File: src/rtl/decinv_pkg.sv
// Shared types and constants for the level-driven inverse-decode run controller.
// DECINV_CTRL_WRAP_EN: level wraps 4->0 / 0->4 instead of saturating.
package decinv_pkg;

    localparam int LEVEL_MAX = 4;
    localparam int CODE_W    = 4;
    localparam int LEVEL_W   = 3;

    typedef enum logic [2:0] {
        ST_IDLE  = 3'd0,
        ST_ISSUE = 3'd1,
        ST_WAIT  = 3'd2,
        ST_RUN   = 3'd3,
        ST_DONE  = 3'd4
    } state_e;

    // Opposing requests in the same cycle cancel out.
    function automatic logic [LEVEL_W-1:0] level_next(
        input logic [LEVEL_W-1:0] lvl,
        input logic               up,
        input logic               dn
    );
        logic [LEVEL_W-1:0] nxt;
        nxt = lvl;
        if (up && !dn) begin
`ifdef DECINV_CTRL_WRAP_EN
            nxt = (lvl == LEVEL_W'(LEVEL_MAX)) ? '0 : lvl + 1'b1;
`else
            nxt = (lvl == LEVEL_W'(LEVEL_MAX)) ? lvl : lvl + 1'b1;
`endif
        end else if (dn && !up) begin
`ifdef DECINV_CTRL_WRAP_EN
            nxt = (lvl == '0) ? LEVEL_W'(LEVEL_MAX) : lvl - 1'b1;
`else
            nxt = (lvl == '0) ? lvl : lvl - 1'b1;
`endif
        end
        return nxt;
    endfunction

endpackage

File: src/rtl/decinv_tick_gen.sv
// Run prescaler: one tick every TICK_DIV cycles, counting from zero after clear.
module decinv_tick_gen #(
    parameter int TICK_DIV = 1000
) (
    input  logic clk,
    input  logic rst_n,
    input  logic clear_i,
    output logic tick_o
);

    localparam int                 CNT_W = $clog2(TICK_DIV + 1);
    localparam logic [CNT_W-1:0]   LAST  = CNT_W'(TICK_DIV - 1);

    logic [CNT_W-1:0] cnt_q, cnt_d;

    assign tick_o = !clear_i && (cnt_q == LAST);

    always_comb begin
        cnt_d = cnt_q;
        if (clear_i || tick_o)
            cnt_d = '0;
        else
            cnt_d = cnt_q + 1'b1;
    end

    always_ff @(posedge clk or negedge rst_n) begin
        if (!rst_n)
            cnt_q <= '0;
        else
            cnt_q <= cnt_d;
    end

endmodule

File: src/rtl/decinv_ctrl.sv
// Level register plus run FSM: issues the level to an external inverse decoder and
// runs for decode*TICK_DIV cycles. Wrap behaviour selected by DECINV_CTRL_WRAP_EN.
module decinv_ctrl
    import decinv_pkg::*;
#(
    parameter int TICK_DIV = 1000
) (
    input  logic              clk,
    input  logic              reset,
    input  logic              up_i,
    input  logic              down_i,
    input  logic              start_i,
    input  logic              abort_i,
    output logic [CODE_W-1:0] code_o,
    input  logic [CODE_W-1:0] dec_i,
    output logic [LEVEL_W-1:0] level_o,
    output logic              busy_o,
    output logic              run_o,
    output logic              done_o,
    output logic              err_o
);

    state_e             state_q, state_d;
    logic [LEVEL_W-1:0] level_q, level_d;
    logic [CODE_W-1:0]  cnt_q, cnt_d;
    logic               err_q, err_d;
    logic               tick;

    // Prescaler is held clear outside RUN so every run starts a fresh tick period.
    decinv_tick_gen #(
        .TICK_DIV (TICK_DIV)
    ) u_tick (
        .clk     (clk),
        .rst_n   (reset),
        .clear_i (state_q != ST_RUN),
        .tick_o  (tick)
    );

    always_comb begin
        state_d = state_q;
        level_d = level_q;
        cnt_d   = cnt_q;
        err_d   = err_q;
        case (state_q)
            ST_IDLE: begin
                level_d = level_next(level_q, up_i, down_i);
                err_d   = 1'b0;
                if (start_i)
                    state_d = ST_ISSUE;
            end
            ST_ISSUE: begin
                state_d = abort_i ? ST_DONE : ST_WAIT;
            end
            ST_WAIT: begin
                if (abort_i) begin
                    state_d = ST_DONE;
                end else begin
                    cnt_d = dec_i;
                    if (dec_i == '0) begin
                        err_d   = 1'b1;
                        state_d = ST_DONE;
                    end else begin
                        state_d = ST_RUN;
                    end
                end
            end
            ST_RUN: begin
                if (abort_i) begin
                    state_d = ST_DONE;
                end else if (tick) begin
                    cnt_d = cnt_q - 1'b1;
                    if (cnt_q == CODE_W'(1))
                        state_d = ST_DONE;
                end
            end
            ST_DONE: begin
                err_d   = 1'b0;
                state_d = ST_IDLE;
            end
            default: state_d = ST_IDLE;
        endcase
    end

    always_ff @(posedge clk or negedge reset) begin
        if (!reset) begin
            state_q <= ST_IDLE;
            level_q <= '0;
            cnt_q   <= '0;
            err_q   <= 1'b0;
        end else begin
            state_q <= state_d;
            level_q <= level_d;
            cnt_q   <= cnt_d;
            err_q   <= err_d;
        end
    end

    assign code_o  = {{(CODE_W-LEVEL_W){1'b0}}, level_q};
    assign level_o = level_q;
    assign busy_o  = (state_q != ST_IDLE);
    assign run_o   = (state_q == ST_RUN);
    assign done_o  = (state_q == ST_DONE);
    assign err_o   = (state_q == ST_DONE) && err_q;

endmodule

File: config.mk
export PLATFORM = sky130hd
export DESIGN_NAME = decinv_ctrl
export DESIGN_NICKNAME = d
export VERILOG_FILES = /design/src/rtl/decinv_pkg.sv /design/src/rtl/decinv_tick_gen.sv /design/src/rtl/decinv_ctrl.sv
export SDC_FILE = /design/constraint.sdc
export NUM_CORES = 1
export LEC_CHECK = 0
export BUFFER_PORTS_ARGS = -buffer_cell sky130_fd_sc_hd__buf_2
export CORE_ASPECT_RATIO = 0.5
export CORE_MARGIN = 4
export CORE_UTILIZATION = 35
export CTS_CLUSTER_DIAMETER = 200
export DETAILED_ROUTE_END_ITERATION = 7
export SKIP_LAST_GASP = 1
export SYNTH_ARGS = -nofsm -noshare
export SYNTH_HDL_FRONTEND = slang
export SYNTH_HIERARCHICAL = 1
export SYNTH_SLANG_ARGS = --single-unit
File: constraint.sdc
create_clock -name clk -period 3.09 [get_ports clk]
set_input_delay 0.618 -clock clk [delete_from_list [all_inputs] [get_ports clk]]
set_output_delay 0.618 -clock clk [all_outputs]
set_load 0.01 [all_outputs]
==> results.json <==
{
  "routed_via_density": 4.95,
  "final_min_period_over_clock_period": 0.762,
  "route.antenna.remaining_nets": 0,
  "synth_common_cells": "21 x sky130_fd_sc_hd__dfrtp_1, 19 x sky130_fd_sc_hd__nor2_1, 10 x sky130_fd_sc_hd__a21oi_1, 10 x sky130_fd_sc_hd__inv_1",
  "critical-path-max-stage-delay_ns": 0.40,
  "number_of_buffers_inserted_for_hold_repair_after_clock_tree_synthesis": 0,
  "tns_ns": 0,
  "peakVddDrop_mv": 0.160,
  "gp_routability_congestion": 0.752,
  "grt_max_degree": 22,
  "final.hold.worst_slack_ns": 0.313,
  "minimum_clock_period_after_layout_ns": 2.35,
  "final_nets": 171,
  "cts.repair_timing.setup_buffer_count": 0,
  "grt_first_pass_wirelength_mm": 4.22,
  "cpMostUsedCell": "sky130_fd_sc_hd__nand2_1",
  "clock_tree_root_driver_cell": "sky130_fd_sc_hd__clkbuf_8",
  "post_cts_resize_count": 0,
  "initial_utilization": 0.371,
  "syn-cell-area_um2": 1300,
  "synth_seq_cells": 21,
  "io_buffers": 19,
  "yosys.area.top_type": "sky130_fd_sc_hd__dfrtp_1",
  "firstDrtPassIters": 3,
  "multiInputGateArea_um2": 687,
  "critical_path_buf_inv_count": 0,
  "path_clk_slew_ns": 0.07,
  "ctsLongestPathBuffers": 2,
  "syn_avg_cell_area_um2": 9.44,
  "largest_clock_skew_in_the_final_design_ns": 0.00162,
  "antenna_cells": 0,
  "worst-path-max-fanout": 5,
  "antenna_found_initial": 0,
  "fp.dieW_um": 94.3,
  "detailedPlace.worstSlack_ns": 0.743,
  "cp.required_ns": 3.21,
  "finalWorstSetupSlack_ns": 0.735,
  "path_type_of_the_worst_setup_path": "reg2reg",
  "total_leakage_power_uw": 0.000612,
  "hp-class": "in2async",
  "syn-num-nets": 153,
  "tritoncts_clock_tree": "built",
  "ys.flop_type": "sky130_fd_sc_hd__dfrtp_1",
  "vias_after_detailed_routing": 1020,
  "achievable-frequency_ghz": 0.425,
  "cts.sinks": 21,
  "detailedPlacementHpwl_mm": 1.82,
  "stdcell_area_um2": 1450,
  "critical-path-top-delay-family": "simple AND/OR/NAND/NOR gates",
  "rows": 15,
  "clock_latency_ns": 0.25,
  "wl_mm": 2.42,
  "dieArea_um2": 4820,
  "number_of_cts_inserted_buffers": 3,
  "slowest_cell_on_the_critical_path": "sky130_fd_sc_hd__dfrtp_1",
  "post_drt_wl_per_cell_um": 11.7,
  "syn-instance-count": 138,
  "fp.dieH_um": 51.1,
  "synthToLayoutAreaGrowth_pct": 11.6,
  "power_density_nw_per_um2": 664,
  "worst_slew_margin_rel": 0.589,
  "ys.warnings.count": 6,
  "setup_repair_after_global_routing_missed_its_margin": "no",
  "crit_chain": "ha_1 -> nand2_1 -> nor4b_4 -> nand3_1 -> nor2_1 -> nor4bb_1 -> nand2_1 -> a2111oi_0",
  "grt_use_total": 0.109,
  "number_of_global_route_vias_before_repair": 943,
  "synth-edff-count": 0,
  "cp-end-kind": "flip-flop",
  "synth_top_area_frac": 0.403,
  "core-area_um2": 3510,
  "drive_above_1_share": 0.213,
  "n_fill_cell": 354,
  "post_synth_main_area_contributors": "sky130_fd_sc_hd__dfrtp_1 40%, sky130_fd_sc_hd__nor2_1 5.5%, sky130_fd_sc_hd__a21oi_1 3.8%, sky130_fd_sc_hd__ha_1 3.8%, sky130_fd_sc_hd__inv_1 2.9%",
  "setup-violations-final": 0,
  "ff_latch_area_um2": 526,
  "critPathArrivalTime_ns": 2.48,
  "worstMarginPinSlew_ns": 0.611,
  "post-route-drc-count": 0,
  "report.final.slew_viol_count": 0,
  "status": "completed",
  "grt_remaining_overflow": 0,
  "hold_violation_count_in_the_final_report": 0,
  "pin_count": 21,
  "synth_cell_types": 44,
  "ys_seq_area_frac": 0.403,
  "max_cap_viol_count": 0,
  "cts_max_level": 1,
  "dpl-instance-area_um2": 1410,
  "initialDrtViolationCount": 42,
  "synth_async_sr_flop_share": 1.00,
  "synthMostInstantiatedCell": "sky130_fd_sc_hd__dfrtp_1",
  "timing.critical_path.from_type": "flip-flop"
}
==> kinds of logic (layout without fill, tap and decap cells) <==
family,after synthesis,count (layout),synth area share
other,1,1,0.00288
xor gates and xnor gates,6,6,0.0404
muxes,2,2,0.0202
adders and majority gates,5,5,0.0538
and+or+nand+nor,58,58,0.254
DFF,21,21,0.403
AOI/OAI and AO/OA,29,29,0.157
buffers and inverters,16,33,0.0692
==> state kept, by name, summed over array words and instances (netlist names) <==
register and flops:
u_tick/cnt_q 10, err_q 1, level_o 3, cnt_q 4, state_q 3
==> per-stage QoR <==
stage | total power [uW] | utilization | instances
4_1_cts | 985 | 0.414 | 206
5_1_grt | 1050 | 0.414 | 206
6_report | 965 | 0.414 | 206
2_1_floorplan | 713 | - | 138
3_3_place_gp | 793 | 0.401 | 202
3_5_place_dp | 796 | 0.401 | 202
==> where the power goes <==
group,leakage (uW),total (uW),internal [uW],switching [uW]
sequential,0.000279,435,336,98.2
combinational,0.000311,354,168,186
clock,0.0000228,176,91.7,84.7
total,0.000612,965,596,369
==> worst register-to-register path: stages, from the launching register on <==
cell	delay (ns)
sky130_fd_sc_hd__dfrtp_1	0.40
sky130_fd_sc_hd__ha_1	0.23
sky130_fd_sc_hd__nand2_1	0.15
sky130_fd_sc_hd__nor4b_4	0.33
sky130_fd_sc_hd__nand3_1	0.12
sky130_fd_sc_hd__nor2_1	0.12
sky130_fd_sc_hd__nor4bb_1	0.36
sky130_fd_sc_hd__nand2_1	0.12
sky130_fd_sc_hd__a2111oi_0	0.39
==> final timing paths <==
kind / startpoint / endpoint / slack [ns] / depth (start not counted)
worst max-delay path: u_tick/cnt_q[0]$_DFF_PN0_ / state_q[2]$_DFFE_PN0P_ / 0.74 / 8
worst min-delay path: reset / u_tick/cnt_q[3]$_DFF_PN0_ / 0.31 / 1
worst max register to register: u_tick/cnt_q[0]$_DFF_PN0_ / state_q[2]$_DFFE_PN0P_ / 0.74 / 8
worst min register to register: u_tick/cnt_q[0]$_DFF_PN0_ / u_tick/cnt_q[0]$_DFF_PN0_ / 0.50 / 1
max in group asynchronous: reset / state_q[0]$_DFFE_PN0P_ / 2.45 / 1
min in group clk: u_tick/cnt_q[0]$_DFF_PN0_ / u_tick/cnt_q[0]$_DFF_PN0_ / 0.50 / 1
==> cells in the final DEF, fill, tap and decap left out, types with 3 or more instances in the layout <==
master / Yosys / final
sky130_fd_sc_hd__nand2_1: 7 / 7
sky130_fd_sc_hd__clkbuf_8: 0 / 3
sky130_fd_sc_hd__nor2_1: 19 / 19
sky130_fd_sc_hd__inv_1: 10 / 10
sky130_fd_sc_hd__ha_1: 4 / 4
sky130_fd_sc_hd__nand3_1: 7 / 7
sky130_fd_sc_hd__xnor2_1: 3 / 3
sky130_fd_sc_hd__nor4_1: 3 / 3
sky130_fd_sc_hd__nor3_1: 4 / 4
sky130_fd_sc_hd__buf_2: 0 / 19
sky130_fd_sc_hd__nand2b_1: 3 / 3
sky130_fd_sc_hd__dfrtp_1: 21 / 21
sky130_fd_sc_hd__xor2_1: 3 / 3
sky130_fd_sc_hd__o21ai_0: 5 / 5
sky130_fd_sc_hd__a21oi_1: 10 / 10
==> area by class of cell <==
cell class                 instances  share of cell area
sequential                        21               0.361
timing repair buffer              19              0.0654
multi-input combinational        101               0.472
clock buffer                       4              0.0310
inverter                          10              0.0258
tap                               51              0.0439
==> routing by layer <==
metal	wire, um	global-route usage	share of wire
met3	74	0.0265	0.031
met1	1230	0.144	0.51
met5	0	0	0
met2	1090	0.178	0.45
met4	22	0.0336	0.0091
Power figures use the tool's default switching activity.
